===== src/rtl/types.sv =====
// Shared datapath type definitions.
//   reg_type: microcode destination / source register selector.
//   Encodings are stable; new selectors must be appended at the end.
package types;

    typedef enum logic [4:0] {
        REG_A           = 5'd0,
        REG_B           = 5'd1,
        REG_TEMPA       = 5'd2,
        REG_TEMPB       = 5'd3,
        REG_XL          = 5'd4,
        REG_XH          = 5'd5,
        REG_XP          = 5'd6,
        REG_YL          = 5'd7,
        REG_YH          = 5'd8,
        REG_YP          = 5'd9,
        REG_SPL         = 5'd10,
        REG_SPH         = 5'd11,
        REG_FLAGS       = 5'd12,
        REG_MX          = 5'd13,
        REG_MY          = 5'd14,
        REG_MSP         = 5'd15,
        REG_MSP_INC     = 5'd16,
        REG_MN          = 5'd17,
        REG_ALU         = 5'd18,
        REG_IMM         = 5'd19,
        REG_IMM_HI      = 5'd20,
        REG_PCL         = 5'd21,
        REG_PCM         = 5'd22,
        REG_PCH         = 5'd23,
        REG_HARDCODED_1 = 5'd24
    } reg_type;

endpackage


===== src/rtl/reg_writeback_if.sv =====
// Writeback stage bundle: microcode control and transfer nibble in, register file
// contents and nibble memory write port out.
//   slave  : the writeback stage (consumes controls, drives registers / mem write)
//   master : the sequencer / source-select side
interface reg_writeback_if;
    import types::*;

    logic        clk_2x_en;
    logic        is_transfer;
    reg_type     dest;
    logic [3:0]  bus_in;
    logic [3:0]  alu_flags;
    logic        alu_flags_wr;
    logic        inc_x;
    logic        inc_y;
    logic        inc_sp;
    logic        dec_sp;

    logic [3:0]  a;
    logic [3:0]  b;
    logic [3:0]  temp_a;
    logic [3:0]  temp_b;
    logic [11:0] x;
    logic [11:0] y;
    logic [7:0]  sp;
    logic [3:0]  flags;
    logic        mem_wr;
    logic [11:0] mem_wr_addr;
    logic [3:0]  mem_wr_data;

    modport master (
        output clk_2x_en, is_transfer, dest, bus_in, alu_flags, alu_flags_wr,
               inc_x, inc_y, inc_sp, dec_sp,
        input  a, b, temp_a, temp_b, x, y, sp, flags, mem_wr, mem_wr_addr, mem_wr_data
    );

    modport slave (
        input  clk_2x_en, is_transfer, dest, bus_in, alu_flags, alu_flags_wr,
               inc_x, inc_y, inc_sp, dec_sp,
        output a, b, temp_a, temp_b, x, y, sp, flags, mem_wr, mem_wr_addr, mem_wr_data
    );

endinterface


===== src/rtl/reg_writeback.sv =====
// Destination half of the datapath: commits the transfer nibble to the selected register
// or issues a one-cycle nibble memory write; applies X/Y/SP post-inc / pre-dec.
// Ports: clk, reset (sync, active-high), wb (reg_writeback_if.slave). Latency 1 enable.
module reg_writeback
    import types::*;
#(
    parameter logic [7:0] SP_RESET   = 8'h00,
    parameter logic [3:0] FLAGS_MASK = 4'hF
) (
    input  logic           clk,
    input  logic           reset,
    reg_writeback_if.slave wb
);

    localparam logic [0:0] IDLE   = 1'b0;
    localparam logic [0:0] STROBE = 1'b1;

    logic [3:0]  a_q, b_q, ta_q, tb_q, flags_q;
    logic [11:0] x_q, y_q;
    logic [7:0]  sp_q;
    logic [0:0]  st_q;
    logic [11:0] addr_q;
    logic [3:0]  data_q;

    logic [3:0]  a_d, b_d, ta_d, tb_d, flags_d;
    logic [11:0] x_d, y_d;
    logic [7:0]  sp_d;
    logic [7:0]  sp_p1;
    logic [0:0]  st_d;
    logic [11:0] addr_d;
    logic [3:0]  data_d;
    logic        mem_req;

    assign sp_p1 = sp_q + 8'h01;

    always_comb begin
        a_d     = a_q;
        b_d     = b_q;
        ta_d    = ta_q;
        tb_d    = tb_q;
        x_d     = x_q;
        y_d     = y_q;
        sp_d    = sp_q;
        flags_d = flags_q;
        addr_d  = addr_q;
        data_d  = data_q;
        mem_req = 1'b0;

        // Index/stack updates first; a direct nibble write below overrides the whole
        // register, which discards the inc/dec for that register only.
        if (wb.inc_x) x_d[7:0] = x_q[7:0] + 8'h01;
        if (wb.inc_y) y_d[7:0] = y_q[7:0] + 8'h01;
        if (wb.inc_sp && !wb.dec_sp) sp_d = sp_p1;
        if (wb.dec_sp && !wb.inc_sp) sp_d = sp_q - 8'h01;

        if (wb.alu_flags_wr)
            flags_d = (wb.alu_flags & FLAGS_MASK) | (flags_q & ~FLAGS_MASK);

        if (wb.is_transfer) begin
            case (wb.dest)
                REG_A:     a_d  = wb.bus_in;
                REG_B:     b_d  = wb.bus_in;
                REG_TEMPA: ta_d = wb.bus_in;
                REG_TEMPB: tb_d = wb.bus_in;
                REG_XL:    x_d  = {x_q[11:4], wb.bus_in};
                REG_XH:    x_d  = {x_q[11:8], wb.bus_in, x_q[3:0]};
                REG_XP:    x_d  = {wb.bus_in, x_q[7:0]};
                REG_YL:    y_d  = {y_q[11:4], wb.bus_in};
                REG_YH:    y_d  = {y_q[11:8], wb.bus_in, y_q[3:0]};
                REG_YP:    y_d  = {wb.bus_in, y_q[7:0]};
                REG_SPL:   sp_d = {sp_q[7:4], wb.bus_in};
                REG_SPH:   sp_d = {wb.bus_in, sp_q[3:0]};
                REG_FLAGS: flags_d = (wb.bus_in & FLAGS_MASK) | (flags_q & ~FLAGS_MASK);
                // Memory destinations address with the pre-update pointer values.
                REG_MX: begin
                    mem_req = 1'b1;
                    addr_d  = x_q;
                    data_d  = wb.bus_in;
                end
                REG_MY: begin
                    mem_req = 1'b1;
                    addr_d  = y_q;
                    data_d  = wb.bus_in;
                end
                REG_MSP: begin
                    mem_req = 1'b1;
                    addr_d  = {4'h0, sp_q};
                    data_d  = wb.bus_in;
                end
                REG_MSP_INC: begin
                    mem_req = 1'b1;
                    addr_d  = {4'h0, sp_p1};
                    data_d  = wb.bus_in;
                end
                // The immediate nibble is what the source stage holds on the bus this step.
                REG_MN: begin
                    mem_req = 1'b1;
                    addr_d  = {8'h00, wb.bus_in};
                    data_d  = wb.bus_in;
                end
                default: ;
            endcase
        end

        st_d = mem_req ? STROBE : IDLE;
    end

    always_ff @(posedge clk) begin
        if (reset) begin
            a_q     <= 4'h0;
            b_q     <= 4'h0;
            ta_q    <= 4'h0;
            tb_q    <= 4'h0;
            x_q     <= 12'h000;
            y_q     <= 12'h000;
            sp_q    <= SP_RESET;
            flags_q <= 4'h0;
            st_q    <= IDLE;
            addr_q  <= 12'h000;
            data_q  <= 4'h0;
        end else if (wb.clk_2x_en) begin
            a_q     <= a_d;
            b_q     <= b_d;
            ta_q    <= ta_d;
            tb_q    <= tb_d;
            x_q     <= x_d;
            y_q     <= y_d;
            sp_q    <= sp_d;
            flags_q <= flags_d;
            st_q    <= st_d;
            addr_q  <= addr_d;
            data_q  <= data_d;
        end
    end

    assign wb.a           = a_q;
    assign wb.b           = b_q;
    assign wb.temp_a      = ta_q;
    assign wb.temp_b      = tb_q;
    assign wb.x           = x_q;
    assign wb.y           = y_q;
    assign wb.sp          = sp_q;
    assign wb.flags       = flags_q;
    assign wb.mem_wr      = (st_q == STROBE);
    assign wb.mem_wr_addr = addr_q;
    assign wb.mem_wr_data = data_q;

endmodule


===== src/flat_wrapper.sv =====
// flat-port wrapper written by rule: the top's interface ports become plain ports
module reg_writeback_flat import types::*;
#(
    parameter logic [7:0] SP_RESET   = 8'h00,
    parameter logic [3:0] FLAGS_MASK = 4'hF
)
  (clk, reset, wb_clk_2x_en, wb_is_transfer, wb_dest, wb_bus_in, wb_alu_flags, wb_alu_flags_wr, wb_inc_x, wb_inc_y, wb_inc_sp, wb_dec_sp, wb_a, wb_b, wb_temp_a, wb_temp_b, wb_x, wb_y, wb_sp, wb_flags, wb_mem_wr, wb_mem_wr_addr, wb_mem_wr_data);
  reg_writeback_if wb_i ();
  input  logic clk;
  input  logic reset;
  input wire logic [$bits(wb_i.clk_2x_en)-1:0] wb_clk_2x_en;
  input wire logic [$bits(wb_i.is_transfer)-1:0] wb_is_transfer;
  input wire logic [$bits(wb_i.dest)-1:0] wb_dest;
  input wire logic [$bits(wb_i.bus_in)-1:0] wb_bus_in;
  input wire logic [$bits(wb_i.alu_flags)-1:0] wb_alu_flags;
  input wire logic [$bits(wb_i.alu_flags_wr)-1:0] wb_alu_flags_wr;
  input wire logic [$bits(wb_i.inc_x)-1:0] wb_inc_x;
  input wire logic [$bits(wb_i.inc_y)-1:0] wb_inc_y;
  input wire logic [$bits(wb_i.inc_sp)-1:0] wb_inc_sp;
  input wire logic [$bits(wb_i.dec_sp)-1:0] wb_dec_sp;
  output wire logic [$bits(wb_i.a)-1:0] wb_a;
  output wire logic [$bits(wb_i.b)-1:0] wb_b;
  output wire logic [$bits(wb_i.temp_a)-1:0] wb_temp_a;
  output wire logic [$bits(wb_i.temp_b)-1:0] wb_temp_b;
  output wire logic [$bits(wb_i.x)-1:0] wb_x;
  output wire logic [$bits(wb_i.y)-1:0] wb_y;
  output wire logic [$bits(wb_i.sp)-1:0] wb_sp;
  output wire logic [$bits(wb_i.flags)-1:0] wb_flags;
  output wire logic [$bits(wb_i.mem_wr)-1:0] wb_mem_wr;
  output wire logic [$bits(wb_i.mem_wr_addr)-1:0] wb_mem_wr_addr;
  output wire logic [$bits(wb_i.mem_wr_data)-1:0] wb_mem_wr_data;
  assign wb_i.clk_2x_en = wb_clk_2x_en;
  assign wb_i.is_transfer = wb_is_transfer;
  assign wb_i.dest = wb_dest;
  assign wb_i.bus_in = wb_bus_in;
  assign wb_i.alu_flags = wb_alu_flags;
  assign wb_i.alu_flags_wr = wb_alu_flags_wr;
  assign wb_i.inc_x = wb_inc_x;
  assign wb_i.inc_y = wb_inc_y;
  assign wb_i.inc_sp = wb_inc_sp;
  assign wb_i.dec_sp = wb_dec_sp;
  assign wb_a = wb_i.a;
  assign wb_b = wb_i.b;
  assign wb_temp_a = wb_i.temp_a;
  assign wb_temp_b = wb_i.temp_b;
  assign wb_x = wb_i.x;
  assign wb_y = wb_i.y;
  assign wb_sp = wb_i.sp;
  assign wb_flags = wb_i.flags;
  assign wb_mem_wr = wb_i.mem_wr;
  assign wb_mem_wr_addr = wb_i.mem_wr_addr;
  assign wb_mem_wr_data = wb_i.mem_wr_data;
  reg_writeback #(.SP_RESET(SP_RESET), .FLAGS_MASK(FLAGS_MASK)) u_core (.clk(clk), .reset(reset), .wb(wb_i));
endmodule

===== config.mk =====
export PLATFORM = sky130hd
export DESIGN_NAME = reg_writeback_flat
export DESIGN_NICKNAME = d
export VERILOG_FILES = /design/src/rtl/types.sv /design/src/rtl/reg_writeback_if.sv /design/src/rtl/reg_writeback.sv /design/src/flat_wrapper.sv
export SDC_FILE = /design/constraint.sdc
export NUM_CORES = 1
export LEC_CHECK = 0
export BUFFER_PORTS_ARGS = -buffer_cell sky130_fd_sc_hd__buf_2
export CORE_UTILIZATION = 35
export DETAILED_ROUTE_END_ITERATION = 8
export GPL_TIMING_DRIVEN = 0
export PLACE_DENSITY = 0.54
export SLEW_MARGIN = 20
export SYNTH_ARGS = -nofsm -noshare
export SYNTH_HDL_FRONTEND = slang
export SYNTH_SLANG_ARGS = --single-unit

===== constraint.sdc =====
create_clock -name clk -period 2.82 [get_ports clk]
set_clock_uncertainty 0.2 [all_clocks]
set_input_delay 0.423 -clock clk [delete_from_list [all_inputs] [get_ports clk]]
set_output_delay 0.423 -clock clk [all_outputs]
set_load 0.05 [all_outputs]

==> summary.txt, run 1 <==
Yosys
  • Synthesized cell area: about 4000 um^2
  • Share of synthesized area occupied by flip-flops and latches: 0.349
  • Synthesized net count: approximately 510
  • Share of synthesized flip-flops with an asynchronous set or reset: 0
  • Number of distinct library cells after synthesis: 64
  • Number of enable flip-flop cells after synthesis: 0
  • Post-synthesis register bit count: 69
  • Count of warnings emitted by yosys: 0
  • Post-Synthesis Cells: 480
  • Main synth FF type: sky130_fd_sc_hd__dfxtp_1
  • Average footprint of a synthesized cell: 8.25 um^2

Routing
  • Residual DRC count: 0
  • Number of violations reported at the end of detailed-routing iteration 0: between 300 and 400
  • Avg Vias per Cell: between 5 and 6
  • Average wire length per cell after detail routing: between 15 and 20 um
  • Detailed-routing iteration count for the pre-antenna-repair pass: 8
  • Count of nets left with antenna violations after detail routing: 0
  • Vias post-DR: approximately 4200
  • Final wirelength: 14000 um

Global route
  • First-pass GRT wire length: 21700 um
  • Via count of the first global-routing pass: ~4000
  • GRT Residual Overflow: 0
  • Global routing usage summed across all routing layers: 0.244
  • Largest net degree at the start of global routing: 14
  • Number of antenna violations at the first check in global routing: 0

Setup path
  • R2r endpoint: u_core.wb.sp[7]
  • Maximum fanout encountered on the critical timing path: 10
  • Category of the most critical setup path: in -> reg
  • Arrival time reported for the critical path endpoint: 2370 ps
  • Slowest CP cell: sky130_fd_sc_hd__nor3b_1
  • Startpoint types: input port
  • Cell chain of the critical path: buf_2 -> nor3b_1 -> and2_1 -> clkbuf_1 -> a2111oi_1 -> nor4_1
  • Crit-path max cell delay: around 830 ps
  • Category of cells accounting for the largest share of critical-path delay: simple AND/OR/NAND/NOR gates
  • Startpoint of the most critical register-to-register path: u_core.wb.sp[3]
  • Required arrival time at the worst endpoint: 2850 ps
  • Number of cells on the worst reg-to-reg path: 6
  • Reg-to-reg slack, setup: approximately 640 ps
  • Nature of the critical path endpoint: flip-flop
  • Sum of buffers and inverters on the critical path: 2

Placement
  • Standard cell area after detailed placement: 4570 um^2
  • Number of port buffers: 87
  • RePlAce Congestion: 0.918
  • Post-detailed-placement half-perimeter wirelength: 10100 um

Pwr
  • Power per cell area: 517 nW/um^2
  • P_leak: between 0.002 and 0.0025 uW
  • Peak supply drop: roughly 0.00024 V

Clock network
  • Number of buffers created by CTS: 9
  • Clock transition time at the flip-flop clock pins of the worst setup and hold paths: 60 ps
  • Cell at the root of the clock tree: sky130_fd_sc_hd__clkbuf_16
  • Level count of the clock H-tree: 3
  • Number of buffers inserted by hold repair at cts: 0
  • Clock latency on the worst-skew pair: around 330 ps
  • Clock tree from TritonCTS: done
  • Post-CTS Setup Bufs: 0
  • Clock sink count: between 60 and 70
  • Clock Path Buffers: 2
  • Number of gates resized after CTS: 0

Worst hold path
  • Worst hold path startpoint: wb_alu_flags_wr
  • Hold Path Cell Cnt: 4
  • End point of the worst hold path: u_core.wb.flags[2]
  • Worst min-delay path class: in -> reg

Final layout
  • Area growth from synthesis to final layout: 22.6%
  • Fraction of layout instances using a drive strength above 1: 0.211
  • Diode insertion count for antenna repair: 0
  • Area of all placed cells without fillers: a little under 5000 um^2
  • Filler Cells Inserted: between 1000 and 1500
  • Nets: between 600 and 700

Floorplan
  • Die span in y: 108 um
  • Number of primary I/O pins: just over 90
  • Core area: about 11000 um^2
  • Number of rows created at floorplan: 38
  • Die X: 108 um
  • Die ar.: 11700 um^2
  • Initial core utilization: 0.362

Timing
  • Final setup violating endpoints: 0
  • Hold violation count in the final report: 0
  • Final number of max-transition violations: 0
  • Hold slack: around 220 ps
  • Slew Limit Headroom: 0.335
  • Slew at the pin with the worst max-slew slack: 995 ps
  • Unrepaired setup endpoints after global routing: false
  • Maximum operating frequency: 429 MHz
  • Setup TNS: 0 ps
  • Final critical path time including I/O delays and setup: approximately 2300 ps
  • Fin crit share: 0.827

Run status
  • Outcome: complete, no violations

Job
  • Number of max-cap violations: 0
[worst min-delay path: stages]
cell and delay [ps]:
sky130_fd_sc_hd__buf_2 90, sky130_fd_sc_hd__nand3b_1 70, sky130_fd_sc_hd__o21ai_0 70, sky130_fd_sc_hd__a211oi_1 70
[placed cells by master, fill, tap and decap left out, types with 3 or more instances in the layout]
cell / n
sky130_fd_sc_hd__nor2_1: 56
sky130_fd_sc_hd__inv_1: 10
sky130_fd_sc_hd__ha_1: 4
sky130_fd_sc_hd__nor3_1: 16
sky130_fd_sc_hd__nand3b_1: 6
sky130_fd_sc_hd__o32a_1: 4
sky130_fd_sc_hd__a32o_1: 3
sky130_fd_sc_hd__xor2_1: 5
sky130_fd_sc_hd__nand2_1: 39
sky130_fd_sc_hd__o211ai_1: 5
sky130_fd_sc_hd__a22oi_1: 5
sky130_fd_sc_hd__nor4_1: 4
sky130_fd_sc_hd__clkbuf_1: 25
sky130_fd_sc_hd__nor3b_1: 3
sky130_fd_sc_hd__buf_2: 92
sky130_fd_sc_hd__a221oi_1: 7
sky130_fd_sc_hd__nand3_1: 13
sky130_fd_sc_hd__nand2b_1: 10
sky130_fd_sc_hd__buf_6: 6
sky130_fd_sc_hd__dfxtp_1: 69
sky130_fd_sc_hd__o32ai_1: 9
sky130_fd_sc_hd__and2_1: 3
sky130_fd_sc_hd__a211oi_1: 6
sky130_fd_sc_hd__nor2b_1: 9
sky130_fd_sc_hd__xnor2_1: 3
sky130_fd_sc_hd__a21oi_1: 33
sky130_fd_sc_hd__o2bb2ai_1: 3
sky130_fd_sc_hd__a311oi_1: 4
sky130_fd_sc_hd__nand4_1: 12
sky130_fd_sc_hd__o21ai_0: 15
sky130_fd_sc_hd__a21o_1: 4
sky130_fd_sc_hd__clkbuf_16: 9
sky130_fd_sc_hd__or3_1: 7
sky130_fd_sc_hd__o31ai_1: 6
sky130_fd_sc_hd__mux2i_1: 30
[metrics by stage]
step | std cells | setup slack, ps | total power [uW] | util
after floorplan | 480 | 561 | 1320 | -
after global placement | 707 | 317 | 1440 | 0.418
after detailed placement | 707 | 297 | 1450 | 0.418
after CTS | 723 | 604 | 2530 | 0.444
after global routing | 723 | 319 | 2600 | 0.444
final | 723 | 488 | 2510 | 0.444
[cell type report]
| class | count | area (um^2) | area share |
|---|---|---|---|
| clock buffers | 10 | 239 | 0.0492 |
| clock inverters | 6 | 45.0 | 0.00928 |
| well taps | 140 | 175 | 0.0361 |
| inverters | 10 | 37.5 | 0.00773 |
| multi-input cells | 364 | 2350 | 0.484 |
| plain buffers | 37 | 190 | 0.0392 |
| repair buffers | 87 | 435 | 0.0897 |
| flip-flops and latches | 69 | 1380 | 0.285 |
[how the worst max path moves through the flow]
stage,from,to,slack (ps),depth (start not counted)
4_1_cts,wb_dest[4],u_core.wb.mem_wr_addr[7],600,6
3_3_place_gp,wb_is_transfer,u_core.wb.sp[1],320,8
5_1_grt,wb_dest[4],u_core.wb.mem_wr_addr[7],320,6
6_report,wb_dest[4],u_core.wb.mem_wr_addr[7],490,6
2_1_floorplan,u_core.wb.sp[3],u_core.wb.sp[7],560,6
3_5_place_dp,wb_dest[4],u_core.wb.mem_wr_addr[7],300,6
[cell families (layout without fill, tap and decap cells)]
group                      after synthesis  after routing  share of synthesized area
DFF                                     69             69                      0.349
buffers and inverters                   47            150                     0.0575
AOI/OAI and AO/OA                      129            129                      0.235
adders and majority gates                4              4                     0.0126
xor gates and xnor gates                 8              8                     0.0177
muxes                                   30             30                     0.0758
and+or+nand+nor                        193            193                      0.252
[per-layer routing]
metal	routed length [um]	up-vias	track usage
li1	-	1985	-
met1	6290	2000	0.326
met2	6380	195	0.387
met3	992	29	0.0494
met4	330	0	0.0927
met5	0	-	0
[Yosys cell counts (10+ instances only)]
master,count,share of area
sky130_fd_sc_hd__a21oi_1,33,0.042
sky130_fd_sc_hd__clkbuf_1,25,0.024
sky130_fd_sc_hd__dfxtp_1,69,0.35
sky130_fd_sc_hd__inv_1,10,0.0095
sky130_fd_sc_hd__mux2i_1,30,0.076
sky130_fd_sc_hd__nand2_1,39,0.037
sky130_fd_sc_hd__nand2b_1,10,0.016
sky130_fd_sc_hd__nand3_1,13,0.016
sky130_fd_sc_hd__nand4_1,12,0.019
sky130_fd_sc_hd__nor2_1,56,0.053
sky130_fd_sc_hd__nor3_1,16,0.020
sky130_fd_sc_hd__o21ai_0,15,0.019
[sequential cells by signal (all words and copies together), names as in the netlist]
| name | cells |
|---|---|
| u_core.wb.temp_b | 4 |
| u_core.wb.y | 12 |
| u_core.wb.flags | 4 |
| u_core.wb.sp | 8 |
| u_core.wb.mem_wr_data | 4 |
| u_core.wb.temp_a | 4 |
| u_core.wb.a | 4 |
| u_core.wb.b | 4 |
| u_core.wb.mem_wr_addr | 12 |
| u_core.wb.mem_wr | 1 |
| u_core.wb.x | 12 |
[power by group]
| part | internal (uW) | switching, uW | leakage, uW |
|---|---|---|---|
| Clock | 625 | 453 | 0.000143 |
| Sequential | 1000 | 33.0 | 0.000559 |
| Combinational | 118 | 282 | 0.00131 |
No activity file was read; power rests on OpenSTA's default activity.
==> run 2: changes to the inputs <==
--- a/config.mk
+++ b/config.mk
@@ -9,7 +9,7 @@
 export CORE_UTILIZATION = 35
 export DETAILED_ROUTE_END_ITERATION = 8
 export GPL_TIMING_DRIVEN = 0
-export PLACE_DENSITY = 0.54
+export PLACE_DENSITY = 0.56
 export SLEW_MARGIN = 20
 export SYNTH_ARGS = -nofsm -noshare
 export SYNTH_HDL_FRONTEND = slang
==> constraint.sdc (replaced) <==
create_clock -name clk -period 1.9 [get_ports clk]
set_clock_uncertainty 0.2 [all_clocks]
set_input_delay 0.285 -clock clk [delete_from_list [all_inputs] [get_ports clk]]
set_output_delay 0.285 -clock clk [all_outputs]
set_load 0.05 [all_outputs]
==> summary.txt, run 2 (synthesis gave the netlist of run 1 again) <==
Setup path
  • Startpoint types: flip-flop (was input port)
  • Required arrival time at the worst endpoint: 1960 ps (was 2850 ps)
  • Arrival time reported for the critical path endpoint: 2070 ps (was 2370 ps)
  • Startpoint of the most critical register-to-register path: u_core.wb.sp[2] (was u_core.wb.sp[3])
  • Reg-to-reg slack, setup: -110 ps (was 640 ps)
  • Maximum fanout encountered on the critical timing path: 2 (was 10)
  • Category of the most critical setup path: reg -> reg (was in -> reg)
  • Number of cells on the worst reg-to-reg path: 5 (was 6)
  • Nature of the critical path endpoint: flip-flop (unchanged)
  • R2r endpoint: u_core.wb.sp[7] (unchanged)

Final layout
  • Nets: 619 (was 604)
  • Non-filler cells, final: 738 (was 723)
  • Most frequent standard cell in the layout excluding fill and tap cells: sky130_fd_sc_hd__buf_2 (unchanged)
  • Leading cell types in the layout, fill and taps excluded: sky130_fd_sc_hd__buf_2, sky130_fd_sc_hd__dfxtp_1, sky130_fd_sc_hd__nor2_1, sky130_fd_sc_hd__nand2_1 (was sky130_fd_sc_hd__buf_2, sky130_fd_sc_hd__dfxtp_1, sky130_fd_sc_hd__nor2_1, sky130_fd_sc_hd__nand2_1, sky130_fd_sc_hd__a21oi_1)
  • Diode insertion count for antenna repair: 0 (unchanged)
  • Filler Cells Inserted: 1146 (was 1158)
  • Final core utilization: 0.490 (was 0.444)
  • Combined flip-flop and latch cell area: 1410 um^2 (was 1380 um^2)
  • Area growth from synthesis to final layout: 35.4% (was 22.6%)
  • Fraction of layout instances using a drive strength above 1: 0.328 (was 0.211)
  • Area taken by multi-input logic gates: 2640 um^2 (was 2350 um^2)

Placement
  • Cell count after placement: 707 (unchanged)
  • Post-detailed-placement half-perimeter wirelength: 9940 um (was 10100 um)
  • RePlAce Congestion: 0.925 (was 0.918)
  • Number of port buffers: 87 (unchanged)

Floorplan
  • Core area: 10900 um^2 (unchanged)
  • Die X: 108 um (unchanged)
  • Initial core utilization: 0.362 (unchanged)
  • Number of primary I/O pins: 91 (unchanged)
  • Die span in y: 108 um (unchanged)
  • Number of rows created at floorplan: 38 (unchanged)
  • Die ar.: 11700 um^2 (unchanged)

Clock network
  • Clock sink count: 69 (unchanged)
  • Number of buffers created by CTS: 9 (unchanged)
  • Cell at the root of the clock tree: sky130_fd_sc_hd__clkbuf_16 (unchanged)
  • Clock transition time at the flip-flop clock pins of the worst setup and hold paths: 60 ps (about the same)
  • Clock Path Buffers: 2 (unchanged)
  • Level count of the clock H-tree: 3 (unchanged)
  • Clock tree from TritonCTS: done (unchanged)
  • Clock latency on the worst-skew pair: 340 ps (was 330 ps)

Routing
  • Residual DRC count: 0 (unchanged)
  • Vias post-DR: 4251 (was 4209)
  • Avg Vias per Cell: 5.76 (was 5.82)
  • Average wire length per cell after detail routing: 19.2 um (was 19.4 um)
  • Detailed-routing iteration count for the pre-antenna-repair pass: 5 (was 8)
  • Final wirelength: 14200 um (was 14000 um)
  • Number of violations reported at the end of detailed-routing iteration 0: 314 (was 329)
  • Count of nets left with antenna violations after detail routing: 0 (unchanged)

Timing
  • Final number of max-transition violations: 0 (unchanged)
  • Slew Limit Headroom: 0.471 (was 0.335)
  • Hold violation count in the final report: 0 (unchanged)
  • Final setup violating endpoints: 2 (was 0)
  • Final critical path time including I/O delays and setup: ~2000 ps
  • Unrepaired setup endpoints after global routing: true (was false)
  • Maximum operating frequency: 498 MHz
  • Fin crit share: 1.06
  • Final Worst Setup Slack: -107 ps (was 488 ps)
  • Slew at the pin with the worst max-slew slack: 793 ps (was 995 ps)

Run status
  • Outcome: finished with violations (was complete, no violations)
  • Violated checks: setup timing

Pwr
  • Power per cell area: 762 nW/um^2 (was 517 nW/um^2)
  • Peak supply drop: 0.000445 V (was 0.000235 V)
  • P_leak: 0.00222 uW (was 0.00201 uW)

Worst hold path
  • Worst hold path startpoint: reset (was wb_alu_flags_wr)
  • Hold Path Cell Cnt: 3 (was 4)
  • End point of the worst hold path: u_core.wb.sp[3] (was u_core.wb.flags[2])
  • Worst min-delay path class: in -> reg (unchanged)

Global route
  • Number of antenna violations at the first check in global routing: 0 (unchanged)
  • Largest net degree at the start of global routing: 14 (unchanged)
  • Via count of the first global-routing pass: 3937 (was 4015)
  • GRT Residual Overflow: 0 (unchanged)
  • Global routing usage summed across all routing layers: 0.248 (was 0.244)
  • First-pass GRT wire length: 21700 um (about the same)

Job
  • Number of max-cap violations: 0 (unchanged)
run 2: cell type report:
cell class	instances	share of cell area
repair buffers	106	0.109
multi-input cells	364	0.493
plain buffers	33	0.0336
well taps	140	0.0327
flip-flops and latches	69	0.262
inverters	10	0.00793
clock buffers	10	0.0446
clock inverters	6	0.0175
run 2: stage by stage:
stage	area (um^2)	setup WS (ps)	total power (uW)	TNS [ps]	hold WS, ps
floorplan	4060	-211	1980	-928	269
detailed placement	4670	-539	2160	-19920	242
global placement	4670	-517	2150	-19500	243
finish	5360	-107	4090	-131	72.4
global route	5360	-143	4230	-379	85.0
CTS	5120	-174	4060	-179	68.6
run 2: timing repair:
item | in CTS | in global routing
resized for setup | 22 | 39
setup buffers | 7 | 12
hold buffers | 0 | 0
setup endpoints to repair | 26 | 48
pin swaps | 8 | 11
run 2: how the worst max path moves through the flow:
stage,end,depth (start not counted),from
after floorplan,u_core.wb.sp[7],6,u_core.wb.sp[3]
after global placement,u_core.wb.sp[1],8,wb_is_transfer
after detailed placement,u_core.wb.sp[1],8,wb_is_transfer
after CTS,u_core.wb.sp[7],5,u_core.wb.sp[3]
after global routing,u_core.wb.sp[7],5,u_core.wb.sp[3]
final,u_core.wb.sp[7],5,u_core.wb.sp[2]
run 2: worst max-delay path: stages, from the launching register on:
cell and delay (ps):
sky130_fd_sc_hd__dfxtp_2 320, sky130_fd_sc_hd__or3_4 380, sky130_fd_sc_hd__nand2b_4 150, sky130_fd_sc_hd__or3_4 370, sky130_fd_sc_hd__a2111o_1 370, sky130_fd_sc_hd__a31oi_1 140
run 2: metal layers:
metal  GRT usage  up-vias  part of all wire
li1            -     2023                 -
met1       0.318     2004              0.43
met2       0.397      186              0.46
met3      0.0536       38             0.070
met4       0.113        0             0.039
met5           0        -                 0
run 2: power breakdown:
part | total (uW) | internal, uW | switching, uW
Clock | 1870 | 1190 | 677
Combinational | 680 | 225 | 455
Sequential | 1540 | 1480 | 51.3
Total | 4090 | 2900 | 1180
